## src/rtl/display_scan_controller.sv

```systemverilog
// Multiplexed common-anode seven-segment scanner with frame-latched inputs,
// per-digit blank/blink/decimal point and PWM brightness. All outputs registered.
module display_scan_controller #(
  parameter int NUM_DIGITS      = 4,
  parameter int CLOCK_FREQUENCY = 100000000,
  parameter int REFRESH_RATE    = 80,
  parameter int BRIGHTNESS_BITS = 3,
  parameter int BLINK_FRAMES    = 40
) (
  input  logic                       clock,
  input  logic                       reset,
  input  logic [4*NUM_DIGITS-1:0]    hex,
  input  logic [NUM_DIGITS-1:0]      dp,
  input  logic [NUM_DIGITS-1:0]      blank,
  input  logic [NUM_DIGITS-1:0]      blink,
  input  logic [BRIGHTNESS_BITS-1:0] brightness,
  output logic [NUM_DIGITS-1:0]      commons,
  output logic [6:0]                 segments,
  output logic                       dot,
  output logic                       frame_tick
);
  localparam int DIGIT_PERIOD = CLOCK_FREQUENCY / (REFRESH_RATE * NUM_DIGITS);
  localparam int SLOT_W = (DIGIT_PERIOD > 1) ? $clog2(DIGIT_PERIOD) : 1;
  localparam int DIG_W  = (NUM_DIGITS > 1) ? $clog2(NUM_DIGITS) : 1;
  localparam int FRM_W  = (BLINK_FRAMES > 1) ? $clog2(BLINK_FRAMES) : 1;

  function automatic logic [6:0] decode(input logic [3:0] v);
    case (v)
      4'h0: decode = 7'h3F; 4'h1: decode = 7'h06; 4'h2: decode = 7'h5B; 4'h3: decode = 7'h4F;
      4'h4: decode = 7'h66; 4'h5: decode = 7'h6D; 4'h6: decode = 7'h7D; 4'h7: decode = 7'h07;
      4'h8: decode = 7'h7F; 4'h9: decode = 7'h6F; 4'hA: decode = 7'h77; 4'hB: decode = 7'h7C;
      4'hC: decode = 7'h39; 4'hD: decode = 7'h5E; 4'hE: decode = 7'h79; default: decode = 7'h71;
    endcase
  endfunction

  logic [SLOT_W-1:0]              slot_count;
  logic [DIG_W-1:0]               digit_index;
  logic [BRIGHTNESS_BITS-1:0]     pwm_count;
  logic [FRM_W-1:0]               frame_count;
  logic                           blink_phase;
  logic [NUM_DIGITS-1:0][3:0]     sh_hex;
  logic [NUM_DIGITS-1:0]          sh_dp, sh_blank, sh_blink;
  logic                           slot_end, frame_end, frame_wrap, lit;

  assign slot_end   = slot_count == SLOT_W'(DIGIT_PERIOD - 1);
  assign frame_end  = slot_end && (digit_index == DIG_W'(NUM_DIGITS - 1));
  assign frame_wrap = frame_count == FRM_W'(BLINK_FRAMES - 1);

  always_ff @(posedge clock) begin
    if (reset) begin
      slot_count  <= '0;
      digit_index <= '0;
      pwm_count   <= '0;
      frame_count <= '0;
      blink_phase <= 1'b0;
      sh_hex      <= '0;
      sh_dp       <= '0;
      sh_blank    <= '1;
      sh_blink    <= '0;
    end else begin
      slot_count <= slot_end ? '0 : slot_count + SLOT_W'(1);
      pwm_count  <= slot_end ? '0 : pwm_count + BRIGHTNESS_BITS'(1);
      if (slot_end)
        digit_index <= (digit_index == DIG_W'(NUM_DIGITS - 1)) ? '0 : digit_index + DIG_W'(1);
      // Latch inputs only at frame end so a frame never mixes old and new values.
      if (frame_end) begin
        sh_hex      <= hex;
        sh_dp       <= dp;
        sh_blank    <= blank;
        sh_blink    <= blink;
        frame_count <= frame_wrap ? '0 : frame_count + FRM_W'(1);
        if (frame_wrap) blink_phase <= ~blink_phase;
      end
    end
  end

  always_comb begin
    lit = 1'b0;
    lit = (pwm_count <= brightness) && !sh_blank[digit_index]
          && !(sh_blink[digit_index] && blink_phase);
  end

  always_ff @(posedge clock) begin
    if (reset) begin
      commons    <= '1;
      segments   <= 7'h7F;
      dot        <= 1'b1;
      frame_tick <= 1'b0;
    end else begin
      frame_tick <= frame_end;
      if (lit) begin
        commons  <= ~(NUM_DIGITS'(1) << digit_index);
        segments <= ~decode(sh_hex[digit_index]);
        dot      <= ~sh_dp[digit_index];
      end else begin
        commons  <= '1;
        segments <= 7'h7F;
        dot      <= 1'b1;
      end
    end
  end
endmodule

```

## config.mk

```make
export PLATFORM = sky130hd
export DESIGN_NAME = display_scan_controller
export DESIGN_NICKNAME = d
export VERILOG_FILES = /design/src/rtl/display_scan_controller.sv
export SDC_FILE = /design/constraint.sdc
export NUM_CORES = 1
export LEC_CHECK = 0
export BUFFER_PORTS_ARGS = -buffer_cell sky130_fd_sc_hd__buf_2
export CORE_MARGIN = 2
export CORE_UTILIZATION = 40
export DETAILED_ROUTE_END_ITERATION = 6
export PLACE_DENSITY = 0.62
export SYNTH_ARGS = -nofsm -noshare
export SYNTH_HDL_FRONTEND = slang
export SYNTH_SLANG_ARGS = --single-unit
```

## constraint.sdc

```tcl
create_clock -name clock -period 2.43 [get_ports clock]
set_input_delay 0.3645 -clock clock [delete_from_list [all_inputs] [get_ports clock]]
set_output_delay 0.3645 -clock clock [all_outputs]
set_load 0.02 [all_outputs]
```

==> flow_summary.toml <==
[run_status]
status = "completed"

[clock_tree]
clk_pin_slew_ns = 0.07
numCtsBuffers = 9
cts_tree = "built"
cts-root-buf = "clkbuf_8"
clk_latency_ns = 0.33
cts_max_level = 3
cts.sinks = 72
clk_path_buf_depth = 2
cts_hold_buf = 0

[global_routing]
antenna_found_initial = 0
grt_max_degree = 28
grt_usage_pct = 15.32
grt_pass1_vias = 2226
grt_overflow = 0
grt_pass1_wl_mm = 10.45

[pwr]
finalPower_mw = 2.200
ir_drop_uv = 261.3
p_leak_nw = 1.453
power_density_mw_per_mm2 = 600.2

[final_layout]
fin_nets = 408
n_fill_cell = 728
area_growth_pct = 16.69
antenna_cells = 0
fin_area_mm2 = 0.003665
drive_above_1_share_pct = 22.25

[drt]
wire_per_inst_um = 13.07
drt_iter0_markers = 99
antenna_left = 0
drt_pass1_iterations = 4
via_count = 2368
via_per_inst = 5.082
route.detailed.drc = 0
postRouteWirelength_mm = 6.092

[placement]
place_hpwl_mm = 4.386
gp_congestion = 0.7742
placed_area_mm2 = 0.003465
portBuffers = 45
dp_slack_ns = 0.2105

[timing]
tightestPinTransition_ns = 0.5453
final-hold-violation-count = 0
setup_viol = 0
rsz0062_at_grt = "no"
clock_skew_ns = 0.01001
slew_headroom_pct = 62.61
period_minus_slack_ns = 2.211
setup_tns_ns = 0
slew_viol_final = 0
fmax_mhz = 452.4
fin_crit_sh_pct = 90.97
fin_ws_ns = 0.2195

[setup_path]
ff2ff_path_depth = 6
cp.depth = 6
crit_arrival_ns = 2.48
end_kind = "flip-flop"
crit_slowest_cell = "or4b_4"
crit_buf_inv = 1
crit_type = "reg2reg"
path_cells = "or4b_4 -> nor4_4 -> and2_4 -> nand3b_1 -> inv_4 -> a22o_1"
crit_required_ns = 2.70
path_delay_family = "simple AND/OR/NAND/NOR gates"
startpoint_type = "flip-flop"
cp_slowest_stage_delay_ns = 0.50
cp_max_fo = 27

[synth]
synth_area_per_cell_um2 = 10.13
synthCells = 310
synth_most_common_cell = "dfxtp_1"
synth_area_leaders = "dfxtp_1, a22o_1, ha_1, nor2_1, xor2_1"
ys_types = 49
synth_commonest_cells = "dfxtp_1, nor2_1, a22o_1"
synth_top_area_share_pct = 45.90
seq_area_frac_synth_pct = 45.90
yosysTopAreaCell = "dfxtp_1"
ys_ff_latch = 72
async_flop_share_pct = 0
syn_nets = 359
yosysWarnings = 0
synth_ff_type = "dfxtp_1"
synth.cell_area_mm2 = 0.003141
synth_edf_count = 0

[floorplan]
die_h_um = 92.61
num_rows = 32
io_pins = 46
die_x_um = 92.61
start_util_pct = 41.07
core_region_area_mm2 = 0.007647
fp.dieArea_mm2 = 0.008576

[job]
drv_cap = 0

[min_path]
hold_depth = 2
min_path_type = "in2reg"
-- cell type report --
class	count	area, um^2	share of cell area [%]
Timing Repair Buffer	50	262.8	7.170
Multi-Input combinational cell	213	1583	43.19
Clock inverter	3	40.04	1.093
Inverter	13	51.30	1.400
Sequential cell	72	1441	39.33
Tap cell	102	127.6	3.482
Clock buffer	13	158.9	4.336
-- worst reg2reg max path: stages, from the launching register on --
cell,delay [ns]
dfxtp_1,0.42
or4b_4,0.50
nor4_4,0.28
and2_4,0.23
nand3b_1,0.22
inv_4,0.31
a22o_1,0.19
-- repair_timing --
action | CTS | global route
resized for setup | 0 | 1
setup buffers | 0 | 0
endpoints found under the setup margin | 0 | 7
-- sequential cells by signal (all words and copies together), names as in the netlist --
signal,flops
pwm_count,3
frame_count,6
sh_blink,4
sh_hex,16
digit_index,2
frame_tick,1
slot_count,19
dot,1
sh_dp,4
commons,4
segments,7
blink_phase,1
sh_blank,4
-- power breakdown --
group          internal, mW  total, mW  leakage [nW]  switching, mW
combinational        0.0351     0.0733         0.768         0.0382
sequential             1.19       1.19         0.582        0.00695
clock                 0.528      0.931         0.103          0.403
-- cell usage in the layout (no fill, tap or decap), types with 3 or more instances in the layout --
cell      netlist  layout
dfxtp_1        72      72
buf_2           5      45
nor2_1         39      39
a22o_1         26      26
ha_1           16      16
nand2_1        15      15
xor2_1         14      14
inv_1          11      11
clkbuf_8        0      11
nand3_1        10      10
mux2i_1        10      10
nand4_1         9       9
xnor2_1         9       9
a21oi_1         9       9
mux2_2          5       5
buf_4           0       5
o21ai_0         4       4
o22a_1          4       4
nor3_1          4       4
o221ai_1        4       4
mux4_2          3       3
nor2b_1         3       3
-- final timing paths --
kind | slack [ns] | start | to
worst max-delay path | 0.22 | slot_count[7]$_SDFF_PP0_ | frame_count[0]$_SDFFE_PP0P_
worst min-delay path | 0.24 | blank[1] | sh_blank[1]$_SDFFE_PP1P_
worst max register to register | 0.22 | slot_count[7]$_SDFF_PP0_ | frame_count[0]$_SDFFE_PP0P_
worst min register to register | 0.45 | pwm_count[0]$_SDFF_PP0_ | pwm_count[0]$_SDFF_PP0_
-- metal layers --
layer	track usage, %	share of wire, %	routed length [um]
met1	20.38	50	3044
met2	23.60	44	2698
met3	4.231	4.3	261
met4	5.970	1.4	87
met5	0	0	0
-- cell families (layout without fill, tap and decap cells) --
family | count (synthesis) | after routing | synth area share [%]
XOR/XNOR | 23 | 23 | 6.415
multiplexers | 18 | 18 | 7.131
AND/OR/NAND/NOR | 97 | 97 | 15.98
adder cells (fa/ha/maj) | 16 | 16 | 6.374
buffers and inverters | 25 | 79 | 3.704
AO/OA/AOI/OAI | 59 | 59 | 14.50
flip-flops | 72 | 72 | 45.90
-- metrics by stage --
stage	hold WS [ns]	utilization, %	instances
6_report	0.2378	47.92	466
5_1_grt	0.2205	47.92	466
4_1_cts	0.2218	47.91	466
3_5_place_dp	0.4421	45.30	450
3_3_place_gp	0.4318	45.30	450
2_1_floorplan	0.4173	-	310
(Power assumes the default switching activity.)
